## config.mk

```make
export PLATFORM = sky130hd
export DESIGN_NAME = ram_arbiter
export DESIGN_NICKNAME = d
export VERILOG_FILES = /design/src/rtl/ram_arbiter_pkg.sv /design/src/rtl/ram_arb_pick.sv /design/src/rtl/ram_arbiter.sv
export SDC_FILE = /design/constraint.sdc
export NUM_CORES = 1
export LEC_CHECK = 0
export ABC_CLOCK_PERIOD_IN_PS = 1900
export CELL_PAD_IN_SITES_DETAIL_PLACEMENT = 1
export CELL_PAD_IN_SITES_GLOBAL_PLACEMENT = 2
export CORE_UTILIZATION = 22
export CTS_BUF_LIST = sky130_fd_sc_hd__clkbuf_16
export CTS_CLUSTER_DIAMETER = 120
export DETAILED_ROUTE_END_ITERATION = 16
export HOLD_SLACK_MARGIN = 0.08
export PLACE_DENSITY = 0.89
export RECOVER_POWER = 50
export SLEW_MARGIN = 20
export SYNTH_ARGS = -nofsm -noshare
export SYNTH_HDL_FRONTEND = slang
export SYNTH_SLANG_ARGS = --single-unit
export TNS_END_PERCENT = 10
```

## constraint.sdc

```tcl
create_clock -name clk_sys -period 1.9 [get_ports clk_sys]
set_input_delay 0.285 -clock clk_sys [delete_from_list [all_inputs] [get_ports clk_sys]]
set_output_delay 0.285 -clock clk_sys [all_outputs]
set_load 0.005 [all_outputs]
```

## src/rtl/ram_arbiter_pkg.sv

```systemverilog
// ram_arbiter_pkg
// Shared types for the single-port RAM arbiter: the sequencing FSM state,
// the grant identity carried through a transaction, and the read-data fill
// value returned when a read is completed by the WAIT timeout.
package ram_arbiter_pkg;

  typedef enum logic [1:0] {
    IDLE  = 2'd0,
    ISSUE = 2'd1,
    WAIT  = 2'd2,
    DONE  = 2'd3
  } state_e;

  typedef enum logic [1:0] {
    G_NONE = 2'd0,
    G_DL   = 2'd1,
    G_VID  = 2'd2,
    G_CPU  = 2'd3
  } grant_e;

  // Sliced down to DW bits by the user, so DW up to 64 is supported.
  localparam logic [63:0] RDATA_ERR_FILL = '1;

endpackage

```

## src/rtl/ram_arb_pick.sv

```systemverilog
// ram_arb_pick
// Combinational priority selection for the RAM arbiter.
// Ports:
//   dl_req, vid_req, cpu_req : requester levels sampled in IDLE
//   streak_max               : video streak has reached its limit
//   grant                    : winning requester (G_NONE when nobody asks)
module ram_arb_pick
  import ram_arbiter_pkg::*;
(
  input  logic   dl_req,
  input  logic   vid_req,
  input  logic   cpu_req,
  input  logic   streak_max,
  output grant_e grant
);

  always_comb begin
    grant = G_NONE;
    if (dl_req) begin
      grant = G_DL;
    end else if (vid_req && !(cpu_req && streak_max)) begin
      // Video yields only when the CPU is actually waiting and video
      // has already taken its allowed run of consecutive grants.
      grant = G_VID;
    end else if (cpu_req) begin
      grant = G_CPU;
    end
  end

endmodule

```

## src/rtl/ram_arbiter.sv

```systemverilog
// ram_arbiter
// Shares one downstream memory port between the download, video and CPU
// requesters. One transaction at a time: IDLE (arbitrate + snapshot),
// ISSUE (command strobe), WAIT (for mem_ready or timeout), DONE (ack).
// Ports:
//   clk_sys, reset                       : clock, synchronous active-high reset
//   dl_req/dl_addr/dl_data, dl_ack       : download writes
//   vid_req/vid_addr, vid_ack            : video reads
//   cpu_req/cpu_we/cpu_addr/cpu_wdata,
//   cpu_ack                              : CPU reads and writes
//   rdata, err                           : read result (held), timeout pulse
//   mem_req/mem_we/mem_addr/mem_wdata,
//   mem_ready/mem_rdata                  : downstream memory port
//   busy                                 : high outside IDLE
module ram_arbiter
  import ram_arbiter_pkg::*;
#(
  parameter int AW      = 23,
  parameter int DW      = 8,
  parameter int VID_MAX = 2,
  parameter int TIMEOUT = 64
) (
  input  logic          clk_sys,
  input  logic          reset,
  input  logic          dl_req,
  input  logic [AW-1:0] dl_addr,
  input  logic [DW-1:0] dl_data,
  output logic          dl_ack,
  input  logic          vid_req,
  input  logic [AW-1:0] vid_addr,
  output logic          vid_ack,
  input  logic          cpu_req,
  input  logic          cpu_we,
  input  logic [AW-1:0] cpu_addr,
  input  logic [DW-1:0] cpu_wdata,
  output logic          cpu_ack,
  output logic [DW-1:0] rdata,
  output logic          err,
  output logic          mem_req,
  output logic          mem_we,
  output logic [AW-1:0] mem_addr,
  output logic [DW-1:0] mem_wdata,
  input  logic          mem_ready,
  input  logic [DW-1:0] mem_rdata,
  output logic          busy
);

  localparam int SW = $clog2(VID_MAX + 1);
  localparam int TW = $clog2(TIMEOUT);
  localparam logic [SW-1:0] STREAK_MAX = SW'(VID_MAX);
  localparam logic [TW-1:0] TMO_LAST   = TW'(TIMEOUT - 1);

  state_e        state_q, state_d;
  grant_e        grant_q, grant_d;
  grant_e        grant_pick;
  logic          we_q, we_d;
  logic [AW-1:0] addr_q, addr_d;
  logic [DW-1:0] wdata_q, wdata_d;
  logic [DW-1:0] rdata_q, rdata_d;
  logic          err_q, err_d;
  logic [SW-1:0] streak_q, streak_d;
  logic [TW-1:0] tmo_q, tmo_d;

  ram_arb_pick u_pick (
    .dl_req     (dl_req),
    .vid_req    (vid_req),
    .cpu_req    (cpu_req),
    .streak_max (streak_q == STREAK_MAX),
    .grant      (grant_pick)
  );

  always_comb begin
    state_d  = state_q;
    grant_d  = grant_q;
    we_d     = we_q;
    addr_d   = addr_q;
    wdata_d  = wdata_q;
    rdata_d  = rdata_q;
    err_d    = err_q;
    streak_d = streak_q;
    tmo_d    = tmo_q;

    case (state_q)
      IDLE: begin
        err_d = 1'b0;
        // The streak only counts video wins that actually held off a
        // waiting CPU; any CPU win or an absent CPU request resets it.
        if (!cpu_req || grant_pick == G_CPU) begin
          streak_d = '0;
        end else if (grant_pick == G_VID && streak_q != STREAK_MAX) begin
          streak_d = streak_q + SW'(1);
        end

        if (grant_pick != G_NONE) begin
          state_d = ISSUE;
          grant_d = grant_pick;
          case (grant_pick)
            G_DL: begin
              we_d    = 1'b1;
              addr_d  = dl_addr;
              wdata_d = dl_data;
            end
            G_VID: begin
              we_d    = 1'b0;
              addr_d  = vid_addr;
              wdata_d = '0;
            end
            G_CPU: begin
              we_d    = cpu_we;
              addr_d  = cpu_addr;
              wdata_d = cpu_wdata;
            end
            default: ;
          endcase
        end
      end

      ISSUE: begin
        state_d = WAIT;
        tmo_d   = '0;
      end

      WAIT: begin
        // mem_ready is checked first so a response on the last allowed
        // cycle still completes normally.
        if (mem_ready) begin
          state_d = DONE;
          if (!we_q) rdata_d = mem_rdata;
        end else if (tmo_q == TMO_LAST) begin
          state_d = DONE;
          err_d   = 1'b1;
          if (!we_q) rdata_d = RDATA_ERR_FILL[DW-1:0];
        end else begin
          tmo_d = tmo_q + TW'(1);
        end
      end

      DONE: begin
        state_d = IDLE;
      end

      default: begin
        state_d = IDLE;
      end
    endcase
  end

  always_ff @(posedge clk_sys) begin
    if (reset) begin
      state_q  <= IDLE;
      grant_q  <= G_NONE;
      we_q     <= 1'b0;
      addr_q   <= '0;
      wdata_q  <= '0;
      rdata_q  <= '0;
      err_q    <= 1'b0;
      streak_q <= '0;
      tmo_q    <= '0;
    end else begin
      state_q  <= state_d;
      grant_q  <= grant_d;
      we_q     <= we_d;
      addr_q   <= addr_d;
      wdata_q  <= wdata_d;
      rdata_q  <= rdata_d;
      err_q    <= err_d;
      streak_q <= streak_d;
      tmo_q    <= tmo_d;
    end
  end

  assign dl_ack    = (state_q == DONE) && (grant_q == G_DL);
  assign vid_ack   = (state_q == DONE) && (grant_q == G_VID);
  assign cpu_ack   = (state_q == DONE) && (grant_q == G_CPU);
  assign err       = (state_q == DONE) && err_q;
  assign rdata     = rdata_q;
  assign mem_req   = (state_q == ISSUE);
  assign mem_we    = we_q;
  assign mem_addr  = addr_q;
  assign mem_wdata = wdata_q;
  assign busy      = (state_q != IDLE);

endmodule

```

# Word-level counts from Yosys, hierarchy flattened
# Index checks and enable logic that the tools add are counted.
[classes] reduce_logical=25 muxes=22 bitwise=1 n_eq_ne=17 addsub=2
[op_table] cell="23-bit case mux with 3 select lines" count=1
[op_table] cell="8-bit 2-to-1 mux" count=4
[op_table] cell="8-bit case mux with 3 select lines" count=1
[op_table] cell="2-bit 2-to-1 mux" count=8
[op_table] cell="2-bit equality test, second input constant" count=7
[op_table] cell="6-bit 2-to-1 mux" count=2
[op_table] cell="6-bit case mux with 2 select lines" count=1
[op_table] cell="3-bit AND reduction" count=4
[op_table] cell="2-bit nonzero test" count=6
[op_table] cell="2-bit != test, second input constant" count=5
[op_table] cell="2-bit case mux with 4 select lines" count=1
[op_table] cell="1-bit logical AND" count=7
[op_table] cell="6-bit by 1-bit adder with 6-bit output, second input constant" count=1
[op_table] cell="2-bit by 1-bit equality test with 1-bit output, second input constant" count=3
[op_table] cell="6-bit equality test, second input constant" count=1
[op_table] cell="2-bit AND reduction" count=3
[op_table] cell="3-bit != test, second input constant" count=1
[op_table] cell="1-bit case mux with 3 select lines" count=1
[op_table] cell="3-bit nonzero test" count=1
[op_table] cell="2-bit by 1-bit adder with 2-bit output, second input constant" count=1
[op_table] cell="1-bit logical NOT" count=2
[op_table] cell="2-bit logical NOT" count=1
[op_table] cell="1-bit 2-to-1 mux" count=2
[op_table] cell="1-bit case mux with 2 select lines" count=1
[op_table] cell="2 further kinds" count=2
[word_totals] elab_cells=76 input_bits=100 ff_bits=53

# Depth between registers and ports, before layout
[depth] word_depth=10 depth_mapped=8 ltp_nobuf=6

# Modules after synthesis
# Synthesis repeated with hierarchy kept, for this count alone.
[unflattened] hier_cells=329 area_unflattened_um2=2866.5
[modules_own_cells] module="ram_arbiter" area_each_um2=2845.2 seq_area_each_um2=1061.0 cells_each=325 n_inst=1
[modules_own_cells] module="ram_arb_pick" area_each_um2=21.3 seq_area_each_um2=0.0 cells_each=4 n_inst=1

# Least setup slack after synthesis
# Ideal clock, no wire load.
[synth_timing] kind="register to register" start="register streak_q[0]" end="register addr_q[11] (netlist: mem_addr[11])" slack_ps=245 setup_time_ps=140 stages_incl_launch_ff=9 arrival_time_ps=1515 cell_sequence="dfxtp_1 inv_1 ha_1 nand2b_1 and3_1 buf_4 buf_6 a221oi_2 a211oi_2"
[synth_between] elab_chain_len=9 word_cells_on_any_way=13
[synth_lines] element="start: declaration" line="ram_arbiter.sv:61" source="logic [SW-1:0] streak_q, streak_d;"
[synth_lines] element="start signal: assignment" line="ram_arbiter.sv:167" source="streak_q <= streak_d;"
[synth_lines] element="2-bit equality test (*)" line="ram_arbiter.sv:68" source=".streak_max (streak_q == STREAK_MAX),"
[synth_lines] element="1-bit logical AND (*)" line="ram_arb_pick.sv:21" source="end else if (vid_req && !(cpu_req && streak_max)) begin"
[synth_lines] element="1-bit logical NOT (*)" line="ram_arb_pick.sv:21"
[synth_lines] element="1-bit logical AND (*)" line="ram_arb_pick.sv:21"
[synth_lines] element="2-bit 2-to-1 mux (*)" line="ram_arb_pick.sv:21"
[synth_lines] element="2-bit 2-to-1 mux (*)" line="ram_arb_pick.sv:19" source="if (dl_req) begin"
[synth_lines] element="2-bit equality test or 2-bit by 1-bit equality test with 1-bit output (tied branches)" line="ram_arbiter.sv:97" source="case (grant_pick)"
[synth_lines] element="3-bit nonzero test (no source line)"
[synth_lines] element="3-bit AND reduction (no source line)"
[synth_lines] element="end signal: assignment" line="ram_arbiter.sv:163" source="addr_q <= addr_d;"
[synth_lines] element="end: declaration" line="ram_arbiter.sv:57" source="logic [AW-1:0] addr_q, addr_d;"
# Every way passes the cells marked *; elsewhere a longest branch is shown, timed or not.
# A chain may end at the register's enable or synchronous reset.

# Worst setup path in the final report
[layout_timing] start="register state_q[1]" end="output dl_ack"
[layout_between] elab_chain_len=2
[layout_lines] element="start: declaration" line="ram_arbiter.sv:53" source="state_e state_q, state_d;"
[layout_lines] element="start signal: assignment" line="ram_arbiter.sv:160" source="state_q <= state_d;"
[layout_lines] element="2-bit equality test" line="ram_arbiter.sv:172" source="assign dl_ack = (state_q == DONE) && (grant_q == G_DL);"
[layout_lines] element="1-bit logical AND" line="ram_arbiter.sv:172"
[layout_lines] element="end: declaration" line="ram_arbiter.sv:28" source="output logic dl_ack,"
# Every way passes these cells.

==> reports/qor.tcl <==
set qor(outcome) {completed}
set qor(finalWeightedCongestion) 0.7498
set qor(worst_r2r_startpoint) {tmo_q[0]$_SDFFE_PP0P_}
set qor(core_area_um2) 12210
set qor(max_rail_drop_vdd_mv) 0.4472
set qor(gr_overflow_total) 0
set qor(hold_violations_final) 0
set qor(grt_setup_unrepaired) {yes}
set qor(grt_pass1_wl_mm) 15.30
set qor(skew_ps) 3.518
set qor(wirelength_mm) 9.761
set qor(hpwl_mm) 7.489
set qor(cts.root.buffer_cell) {sky130_fd_sc_hd__clkbuf_16}
set qor(first_pass_iters) 4
set qor(path_clk_slew_ps) 70
set qor(drt-vias-per-instance) 4.663
set qor(kind_of_launch_point_of_the_worst_setup_path) {flip-flop}
set qor(timing.reg2reg.setup_slack_ps) 90
set qor(power-per-cell-area_nw_per_um2) 1084
set qor(first_global_vias) 3073
set qor(die-width_um) 114.7
set qor(starting_utilization_of_the_core_area_pct) 22.88
set qor(final.period_utilization_pct) 97.10
set qor(postSynth.topFlopCell) {sky130_fd_sc_hd__dfxtp_1}
set qor(syn-instance-count) 309
set qor(cts_made_buffers) 5
set qor(h_tree_depth) 2
set qor(cts_tree) {done}
set qor(die_h_um) 114.7
set qor(route.detailed.drc) 0
set qor(row_count) 40
set qor(setup_viol) 0
set qor(layout.nets) 558
set qor(period_minus_slack_ps) 1845
set qor(final-max-slew-violation-count) 0
set qor(yosys_warnings) 0
set qor(postSynth.asyncResetShare_pct) 0
set qor(relSlewSlack_pct) 68.84
set qor(wire_per_inst_um) 15.72
set qor(cts_post_setup_buffers_inserted) 0
set qor(io_buffer_count) 145
set qor(timing.setup.critical_path_class) {flip-flop to output pin}
set qor(clk-insertion-delay-late_ps) 290
set qor(p_leak_nw) 1.765
set qor(tritoncts_num_sinks) 53
set qor(final_layout_size_suffix_gt1_share_pct) 12.14
set qor(reg2reg_depth) 5
set qor(cp.arrival_ps) 1560
set qor(vias) 2896
set qor(sum_neg_setup_slack_ps) 0
set qor(drt.antenna.violating_nets) 0
set qor(post_synthesis_net_count) 415
set qor(n_antenna_cell) 0
set qor(fill_cells) 1450
set qor(required_ps) 1620
set qor(grt_start_max_net_pins) 28
set qor(global_route.usage.total_pct) 15.04
set qor(synth_seq_area_share_pct) 37.98
set qor(die_area_um2) 13150
set qor(crit-reg2reg-capture) {tmo_q[0]$_SDFFE_PP0P_}
set qor(fin_hold_ws_ps) 466.2
set qor(tightestPinTransition_ps) 467.4
set qor(number_of_antenna_violations_at_the_first_check_in_global_routing) 0
set qor(number_of_synthesized_flops_with_an_enable_pin) 0
set qor(drv_cap) 0
set qor(setup.worst_path.start) {state_q[1]$_SDFFE_PP0P_}
set qor(holdCritPathClass) {flip-flop to flip-flop}
set qor(worst_setup_path_end_kind) {output pin}
set qor(syn_to_final_growth_pct) 64.08
set qor(average_cell_area_after_synthesis_um2) 9.042
set qor(post-layout-total-power_w) 0.004972
set qor(timing.critical_path.to) {dl_ack}
set qor(hp-start) {rdata[0]$_SDFFE_PP0P_}
set qor(ys_ff_latch) 53
set qor(cts_hold_buffers) 0
set qor(io-pin-count) 146
set qor(critical_path_peak_fanout) 4
set qor(netlist_area_um2) 2794
set qor(synth.lib_cells_used.distinct) 44
set qor(cts_buffer_depth) 2
set qor(drtIter0Drc) 79
set qor(fmaxAchievable_ghz) 0.5421
-- stage by stage --
| step | setup slack, ps | cell area [µm²] | std cells | util (%) |
|---|---|---|---|---|
| 6_report | 55.16 | 4584 | 621 | 37.54 |
| 5_1_grt | -67.11 | 4584 | 621 | 37.54 |
| 4_1_cts | 1.148 | 4587 | 621 | 37.56 |
| 3_5_place_dp | -0.1106 | 4442 | 613 | 36.37 |
| 3_3_place_gp | 123.1 | 4442 | 613 | 36.37 |
| 2_1_floorplan | 244.8 | 2794 | 309 | - |
-- power breakdown --
| group | leakage, nW | internal, W | switching, W |
|---|---|---|---|
| registers | 0.437 | 0.00144 | 0.000193 |
| clock network | 0.0672 | 0.000484 | 0.000415 |
| logic | 1.26 | 0.00126 | 0.00118 |
| total | 1.77 | 0.00318 | 0.00179 |
-- kinds of logic after synthesis --
family	Yosys count	share of synthesized area (%)
fa+ha+maj	6	2.687
mux	2	0.7166
buf+inv	32	7.165
simple gates	128	21.36
compound gates	88	30.09
flops	53	37.98
-- cell usage in the layout (no fill, tap or decap), types with 2 or more instances in the layout --
| cell | n |
|---|---|
| sky130_fd_sc_hd__ha_1 | 6 |
| sky130_fd_sc_hd__dfxtp_1 | 51 |
| sky130_fd_sc_hd__nand2_1 | 30 |
| sky130_fd_sc_hd__clkbuf_16 | 5 |
| sky130_fd_sc_hd__a211oi_1 | 8 |
| sky130_fd_sc_hd__inv_1 | 7 |
| sky130_fd_sc_hd__clkdlybuf4s50_1 | 101 |
| sky130_fd_sc_hd__and2_1 | 4 |
| sky130_fd_sc_hd__o2111ai_1 | 2 |
| sky130_fd_sc_hd__buf_2 | 2 |
| sky130_fd_sc_hd__o21a_1 | 9 |
| sky130_fd_sc_hd__a311oi_1 | 2 |
| sky130_fd_sc_hd__or3_1 | 4 |
| sky130_fd_sc_hd__o21ai_0 | 5 |
| sky130_fd_sc_hd__nand3b_1 | 9 |
| sky130_fd_sc_hd__dlygate4sd3_1 | 40 |
| sky130_fd_sc_hd__a221oi_2 | 12 |
| sky130_fd_sc_hd__mux2i_1 | 2 |
| sky130_fd_sc_hd__clkinvlp_4 | 2 |
| sky130_fd_sc_hd__a221oi_1 | 20 |
| sky130_fd_sc_hd__nor3_1 | 10 |
| sky130_fd_sc_hd__a31oi_1 | 2 |
| sky130_fd_sc_hd__and3_1 | 3 |
| sky130_fd_sc_hd__buf_12 | 4 |
| sky130_fd_sc_hd__nor2_1 | 57 |
| sky130_fd_sc_hd__dfxtp_2 | 2 |
| sky130_fd_sc_hd__a21oi_1 | 7 |
| sky130_fd_sc_hd__buf_4 | 10 |
| sky130_fd_sc_hd__nand2b_1 | 3 |
| sky130_fd_sc_hd__o41ai_1 | 6 |
| sky130_fd_sc_hd__a211oi_2 | 10 |
-- registers in the layout, indices dropped and copies added, names as in the netlist --
register / flops
mem_addr: 23
mem_wdata: 8
rdata: 8
tmo_q: 6
grant_q: 2
state_q: 2
streak_q: 2
err_q: 1
mem_we: 1
-- critical path, stage by stage (launching register included) --
cell and delay [ps]:
sky130_fd_sc_hd__dfxtp_2 360, sky130_fd_sc_hd__ha_1 190, sky130_fd_sc_hd__nand2_1 80, sky130_fd_sc_hd__nor2_1 120, sky130_fd_sc_hd__clkdlybuf4s50_1 520
-- metal layers --
layer	vias up	share of wire, %	GRT usage, %
li1	1418	-	-
met1	1380	44	18.28
met2	89	49	26.42
met3	9	5.3	3.123
met4	0	1.5	4.762
met5	-	0	0
-- how the worst min path moves through the flow --
stage | endpoint | slack, ps | depth (start not counted)
4_1_cts | mem_addr[19]$_SDFFE_PP0P_ | 470 | 4
5_1_grt | rdata[7]$_SDFFE_PP0P_ | 490 | 1
3_3_place_gp | streak_q[0]$_SDFFE_PP0P_ | 450 | 2
6_report | rdata[0]$_SDFFE_PP0P_ | 470 | 1
2_1_floorplan | mem_addr[7]$_SDFFE_PP0P_ | 430 | 2
3_5_place_dp | rdata[2]$_SDFFE_PP0P_ | 460 | 1
-- synthesized netlist by cell type (5+ instances only) --
| cell | instances | area, µm² |
|---|---|---|
| sky130_fd_sc_hd__o21ai_0 | 5 | 25.02 |
| sky130_fd_sc_hd__inv_1 | 6 | 22.52 |
| sky130_fd_sc_hd__a211oi_1 | 8 | 60.06 |
| sky130_fd_sc_hd__nand2_1 | 30 | 112.6 |
| sky130_fd_sc_hd__nor3_1 | 10 | 50.05 |
| sky130_fd_sc_hd__o21a_1 | 9 | 67.56 |
| sky130_fd_sc_hd__ha_1 | 6 | 75.07 |
| sky130_fd_sc_hd__a221oi_1 | 20 | 175.2 |
| sky130_fd_sc_hd__buf_4 | 5 | 37.54 |
| sky130_fd_sc_hd__a221oi_2 | 12 | 180.2 |
| sky130_fd_sc_hd__a21oi_1 | 7 | 35.03 |
| sky130_fd_sc_hd__o41ai_1 | 6 | 52.55 |
| sky130_fd_sc_hd__nand3b_1 | 9 | 67.56 |
| sky130_fd_sc_hd__clkbuf_1 | 10 | 37.54 |
| sky130_fd_sc_hd__nor2_1 | 57 | 214.0 |
| sky130_fd_sc_hd__a211oi_2 | 10 | 125.1 |
| sky130_fd_sc_hd__dfxtp_1 | 53 | 1061 |
-- area by class of cell --
class                           count  area [µm²]  area share, %
Clock buffer                        5       125.1          2.729
Timing Repair Buffer              161        1608          35.07
Clock inverter                      3       18.77         0.4094
Sequential cell                    53        1064          23.20
Tap cell                          168       210.2          4.585
Inverter                            7       26.28         0.5731
Multi-Input combinational cell    224        1533          33.43
-- repair_timing --
action                     4_1_cts  5_1_grt
pin swaps                        0        0
gates resized for setup          2        3
setup endpoints to repair        2        5
Note: power is estimated with default switching activity, not from simulation.
